==> src/rtl/ram_arbiter.sv <==
// Two-port RAM access arbiter with a built-in zero-fill sequencer.
// Define ARB_ROUND_ROBIN_EN for round-robin contention; otherwise port 0 has fixed priority.
module ram_arbiter #(
  parameter  int WORDS      = 1024,
  parameter  int WORD_WIDTH = 8,
  localparam int ADDR_W     = $clog2(WORDS)
) (
  input  logic                  clk,
  input  logic                  reset,
  input  logic [1:0]            req_i,
  input  logic [1:0]            we_i,
  input  logic [ADDR_W-1:0]     addr0_i,
  input  logic [ADDR_W-1:0]     addr1_i,
  input  logic [WORD_WIDTH-1:0] wdata0_i,
  input  logic [WORD_WIDTH-1:0] wdata1_i,
  output logic [1:0]            gnt_o,
  output logic [1:0]            rvalid_o,
  output logic [WORD_WIDTH-1:0] rdata_o,
  input  logic                  clear_i,
  output logic                  clear_busy_o,
  output logic                  clear_done_o,
  output logic [ADDR_W-1:0]     ram_addr_o,
  output logic                  ram_wr_en_o,
  output logic [WORD_WIDTH-1:0] ram_wdata_o,
  input  logic [WORD_WIDTH-1:0] ram_rdata_i
);

  typedef enum logic {
    ST_IDLE  = 1'b0,
    ST_CLEAR = 1'b1
  } state_e;

  localparam logic [ADDR_W-1:0] LAST_ADDR = ADDR_W'(WORDS - 1);

  state_e                state_q, state_d;
  logic [ADDR_W-1:0]     cnt_q, cnt_d;
  logic                  done_q, done_d;
  logic [1:0]            rvalid_q, rvalid_d;
  logic [WORD_WIDTH-1:0] rdata_q, rdata_d;
  logic [1:0]            gnt;

`ifdef ARB_ROUND_ROBIN_EN
  // High when port 1 received the most recent grant.
  logic last_q, last_d;
`endif

  // NOTE: every signal driven here gets a default first, so no path leaves it
  // unassigned and no latch is inferred.
  always_comb begin
    state_d     = state_q;
    cnt_d       = cnt_q;
    done_d      = 1'b0;
    rvalid_d    = 2'b00;
    rdata_d     = rdata_q;
    gnt         = 2'b00;
    ram_addr_o  = '0;
    ram_wr_en_o = 1'b0;
    ram_wdata_o = '0;
`ifdef ARB_ROUND_ROBIN_EN
    last_d      = last_q;
`endif

    unique case (state_q)
      ST_IDLE: begin
        unique case (req_i)
          2'b01:   gnt = 2'b01;
          2'b10:   gnt = 2'b10;
`ifdef ARB_ROUND_ROBIN_EN
          2'b11:   gnt = last_q ? 2'b01 : 2'b10;
`else
          2'b11:   gnt = 2'b01;
`endif
          default: gnt = 2'b00;
        endcase

        if (gnt[0]) begin
          ram_addr_o  = addr0_i;
          ram_wr_en_o = we_i[0];
          ram_wdata_o = wdata0_i;
        end else if (gnt[1]) begin
          ram_addr_o  = addr1_i;
          ram_wr_en_o = we_i[1];
          ram_wdata_o = wdata1_i;
        end

        // Read data is held between reads; it is only meaningful alongside rvalid.
        rvalid_d = gnt & ~we_i;
        if (rvalid_d != 2'b00) begin
          rdata_d = ram_rdata_i;
        end

`ifdef ARB_ROUND_ROBIN_EN
        if (gnt[0]) begin
          last_d = 1'b0;
        end else if (gnt[1]) begin
          last_d = 1'b1;
        end
`endif

        if (clear_i) begin
          state_d = ST_CLEAR;
          cnt_d   = '0;
        end
      end

      ST_CLEAR: begin
        ram_addr_o  = cnt_q;
        ram_wr_en_o = 1'b1;
        ram_wdata_o = '0;
        cnt_d       = cnt_q + 1'b1;
        if (cnt_q == LAST_ADDR) begin
          state_d = ST_IDLE;
          cnt_d   = '0;
          done_d  = 1'b1;
        end
      end

      default: begin
        state_d = ST_IDLE;
        cnt_d   = '0;
      end
    endcase
  end

  // NOTE: sequential state uses non-blocking assignments so every flop samples
  // the pre-edge values, independent of statement order.
  always_ff @(posedge clk) begin
    if (reset) begin
      state_q  <= ST_IDLE;
      cnt_q    <= '0;
      done_q   <= 1'b0;
      rvalid_q <= 2'b00;
      rdata_q  <= '0;
`ifdef ARB_ROUND_ROBIN_EN
      last_q   <= 1'b1;
`endif
    end else begin
      state_q  <= state_d;
      cnt_q    <= cnt_d;
      done_q   <= done_d;
      rvalid_q <= rvalid_d;
      rdata_q  <= rdata_d;
`ifdef ARB_ROUND_ROBIN_EN
      last_q   <= last_d;
`endif
    end
  end

  assign gnt_o        = gnt;
  assign rvalid_o     = rvalid_q;
  assign rdata_o      = rdata_q;
  assign clear_busy_o = (state_q == ST_CLEAR);
  assign clear_done_o = done_q;

endmodule

==> config.mk <==
export PLATFORM = sky130hd
export DESIGN_NAME = ram_arbiter
export DESIGN_NICKNAME = d
export VERILOG_FILES = /design/src/rtl/ram_arbiter.sv
export SDC_FILE = /design/constraint.sdc
export NUM_CORES = 1
export LEC_CHECK = 0
export CAP_MARGIN = 20
export CELL_PAD_IN_SITES_DETAIL_PLACEMENT = 0
export CELL_PAD_IN_SITES_GLOBAL_PLACEMENT = 1
export CORE_UTILIZATION = 26
export CTS_CLUSTER_SIZE = 25
export DETAILED_ROUTE_END_ITERATION = 10
export PLACE_DENSITY = 0.94
export SLEW_MARGIN = 30
export SYNTH_ARGS = -nofsm -noshare
export SYNTH_HDL_FRONTEND = slang
export SYNTH_SLANG_ARGS = --single-unit
==> constraint.sdc <==
create_clock -name clk -period 2.7 [get_ports clk]
set_clock_uncertainty 0.1 [all_clocks]
set_input_delay 0.54 -clock clk [delete_from_list [all_inputs] [get_ports clk]]
set_output_delay 0.54 -clock clk [all_outputs]
set_load 0.005 [all_outputs]
==> flow_metrics.py <==
metrics = {
    "power": {
        "power-per-cell-area_nw_per_um2": 361,
        "irDropWorstVdd_mv": 0.391,
        "leakage_nw": 0.927,
        "power_uw": 809,
    },
    "route": {
        "routed_via_density": 5.11,
        "dr.pass1.iters": 7,
        "wl_um": 3690,
        "ant_nets": 0,
        "num_vias": 1452,
        "drt_iter0_drc": 50,
        "routedWlPerCell_um": 13.0,
        "drcViolationCount": 9,
    },
    "cts": {
        "cts_hold_buf": 0,
        "cts_num_sinks": 22,
        "cts_tree": "done",
        "clock_path_buffers": 2,
        "cts_made_buffers": 3,
        "htreeDepth": 1,
        "root_buffer": "clkbuf_8",
        "path_clk_slew_ns": 0.08,
        "clock_latency_ns": 0.26,
    },
    "floorplanning": {
        "die_height_um": 71.0,
        "die-area_um2": 5040,
        "die_w_um": 71.0,
        "start_util": 0.277,
        "ioPinCount": 84,
        "rows": 24,
        "core_um2": 4470,
    },
    "sta": {
        "fin_crit_ns": 2.61,
        "final-setup-viol-count": 0,
        "maxSlewViolCount": 0,
        "timing.fmax_mhz": 383,
        "worst_pin_slew_ns": 0.821,
        "whs_ns": 0.401,
        "hold_viol": 0,
        "rsz0062_at_grt": "no",
        "maxSlewHeadroom": 0.451,
        "fin_tns_setup_ns": 0,
        "fin_crit_sh": 0.967,
    },
    "layout": {
        "final_cells": 284,
        "layout_commonest_cell": "clkdlybuf4s50_1",
        "drive_gt1_frac": 0.103,
        "final_nets": 285,
        "areaGrowthSynthToFinish_pct": 81.2,
        "final_cell_mix": "63 x clkdlybuf4s50_1, 22 x dfxtp_1, 17 x nand2_1",
        "multi_input_area_um2": 754,
        "diodes": 0,
        "fin_util": 0.501,
        "fill_cells": 429,
        "regArea_um2": 440,
    },
    "logic_synthesis": {
        "syn-num-nets": 199,
        "synth.area.mux_share": 0.0728,
        "synthAdderAreaFrac": 0.0101,
        "synth_area_um2": 1240,
        "async_flop_share": 0,
        "synth_top_family_by_area": "compound AO/OA/AOI/OAI gates",
        "yosys_warnings": 0,
        "synth-seq-area-share": 0.356,
        "avgSynthCellArea_um2": 8.42,
        "ys_seq_elements": 22,
        "netlist-cell-type-count": 37,
        "synth_edf_count": 0,
        "synth_ff_type": "dfxtp_1",
        "synth-xor-area-share": 0,
        "post_synth_and_or_nand_nor_area_fraction": 0.220,
        "synth_compound_area_frac": 0.296,
        "syn_inst": 147,
    },
    "placement": {
        "place_inst": 279,
        "hpwl_um": 2780,
        "gp_congestion": 0.766,
        "portBuffers": 83,
    },
    "worst_setup_path": {
        "cp_max_fo": 10,
        "cp_num_buf_inv": 3,
        "cp_cell_sequence": "clkdlybuf4s50_1, nor2b_4, and2_4, buf_12, clkdlybuf4s50_1",
        "critPathMostFrequentCell": "clkdlybuf4s50_1",
        "setup.worst_path.end_class": "output pin",
        "cp_slowest_cell": "clkdlybuf4s50_1",
        "required_ns": 2.06,
        "ff2ff_path_depth": 5,
        "crit_type": "in2out",
        "crit_arrival_ns": 1.97,
        "crit_cells": 5,
        "critical_path.top_delay_family": "buffers and inverters",
        "critPathMaxStageDelay_ns": 0.49,
        "setup.worst_path.start_class": "primary input",
    },
    "run_status": {
        "outcome": "finished with violations",
        "violations": "DRC",
    },
    "global_routing": {
        "grt_pass1_vias": 1402,
        "globalRouteOverflowTotal": 0,
        "grt_antenna_before_repair": 0,
        "grt_max_degree": 27,
        "grtUsageTotal": 0.157,
        "grt_pass1_wl_um": 6530,
    },
    "min_path": {
        "hold_class": "reg2reg",
        "min_path_cells": 2,
    },
    "flow_run": {
        "drv_cap": 0,
    },
}
## worst paths after layout
| path | startpoint | to | slack, ns |
|---|---|---|---|
| worst max-delay path | req_i[1] | gnt_o[1] | 0.09 |
| worst min-delay path | rdata_o[3]$_SDFFE_PP0P_ | rdata_o[3]$_SDFFE_PP0P_ | 0.40 |
| worst max register to register | cnt_q[0]$_SDFFE_PP0P_ | cnt_q[5]$_SDFFE_PP0P_ | 0.88 |
| worst min register to register | rdata_o[3]$_SDFFE_PP0P_ | rdata_o[3]$_SDFFE_PP0P_ | 0.40 |
## kinds of logic after synthesis
kind of cell / Yosys count
DFF: 22
AOI/OAI and AO/OA: 48
buffers and inverters: 13
adders and majority gates: 1
muxes: 9
and+or+nand+nor: 54
## final cells by class
cell class / count / area share
tap: 52 / 0.0290
multi-input combinational: 112 / 0.336
timing repair buffer: 92 / 0.410
inverter: 2 / 0.00335
sequential: 22 / 0.196
clock buffer: 4 / 0.0246
## metrics by stage
step,worst slack [ns],area (µm²)
after floorplan,0.771,1240
after global placement,-0.0418,2160
after detailed placement,-0.0977,2160
after CTS,0.00239,2220
after global routing,0.0226,2240
final,0.0889,2240
## cell usage after synthesis (2+ instances only)
master     n  area share
a22oi_1   10       0.061
nor3b_1    3       0.018
clkbuf_1   8       0.024
a21oi_1    3       0.012
a31oi_1    3       0.015
nor2b_1    2       0.010
nand2_1   17       0.052
a41oi_1    2       0.014
nand3_1    5       0.020
mux2i_1    9       0.073
nor2_1    15       0.045
o211ai_1   2       0.012
buf_2      2      0.0081
and3_1     2       0.010
or4_1      2       0.012
o21ai_0   11       0.044
a22o_1     8       0.057
dfxtp_1   22        0.36
a311oi_1   3       0.021
## report_power, final
group / switching, mW / internal, mW
clock network: 0.104 / 0.130
registers: 0.00716 / 0.334
logic: 0.0823 / 0.151
## state kept, by name, summed over array words and instances (netlist names)
register,cells
clear_busy_o,1
rvalid_o,2
clear_done_o,1
rdata_o,8
cnt_q,10
## layer usage
metal,share of wire,global-route usage,routed length (µm)
met1,0.44,0.193,1640
met2,0.48,0.279,1760
met3,0.074,0.0442,274
met4,0.0022,0.0200,8
met5,0,0,0
## worst register-to-register path: stages (launching register included)
cell and delay [ns]:
dfxtp_1 0.37, ha_1 0.28, and4_2 0.31, a31oi_4 0.28, a41oi_1 0.16, a311oi_1 0.24
## timing repair
action,4_1_cts,5_1_grt
cloned,1,0
buffers inserted,0,0
pin swaps,1,1
endpoints found under the setup margin,19,7
gates resized for setup,21,9
Power figures use the tool's default switching activity.
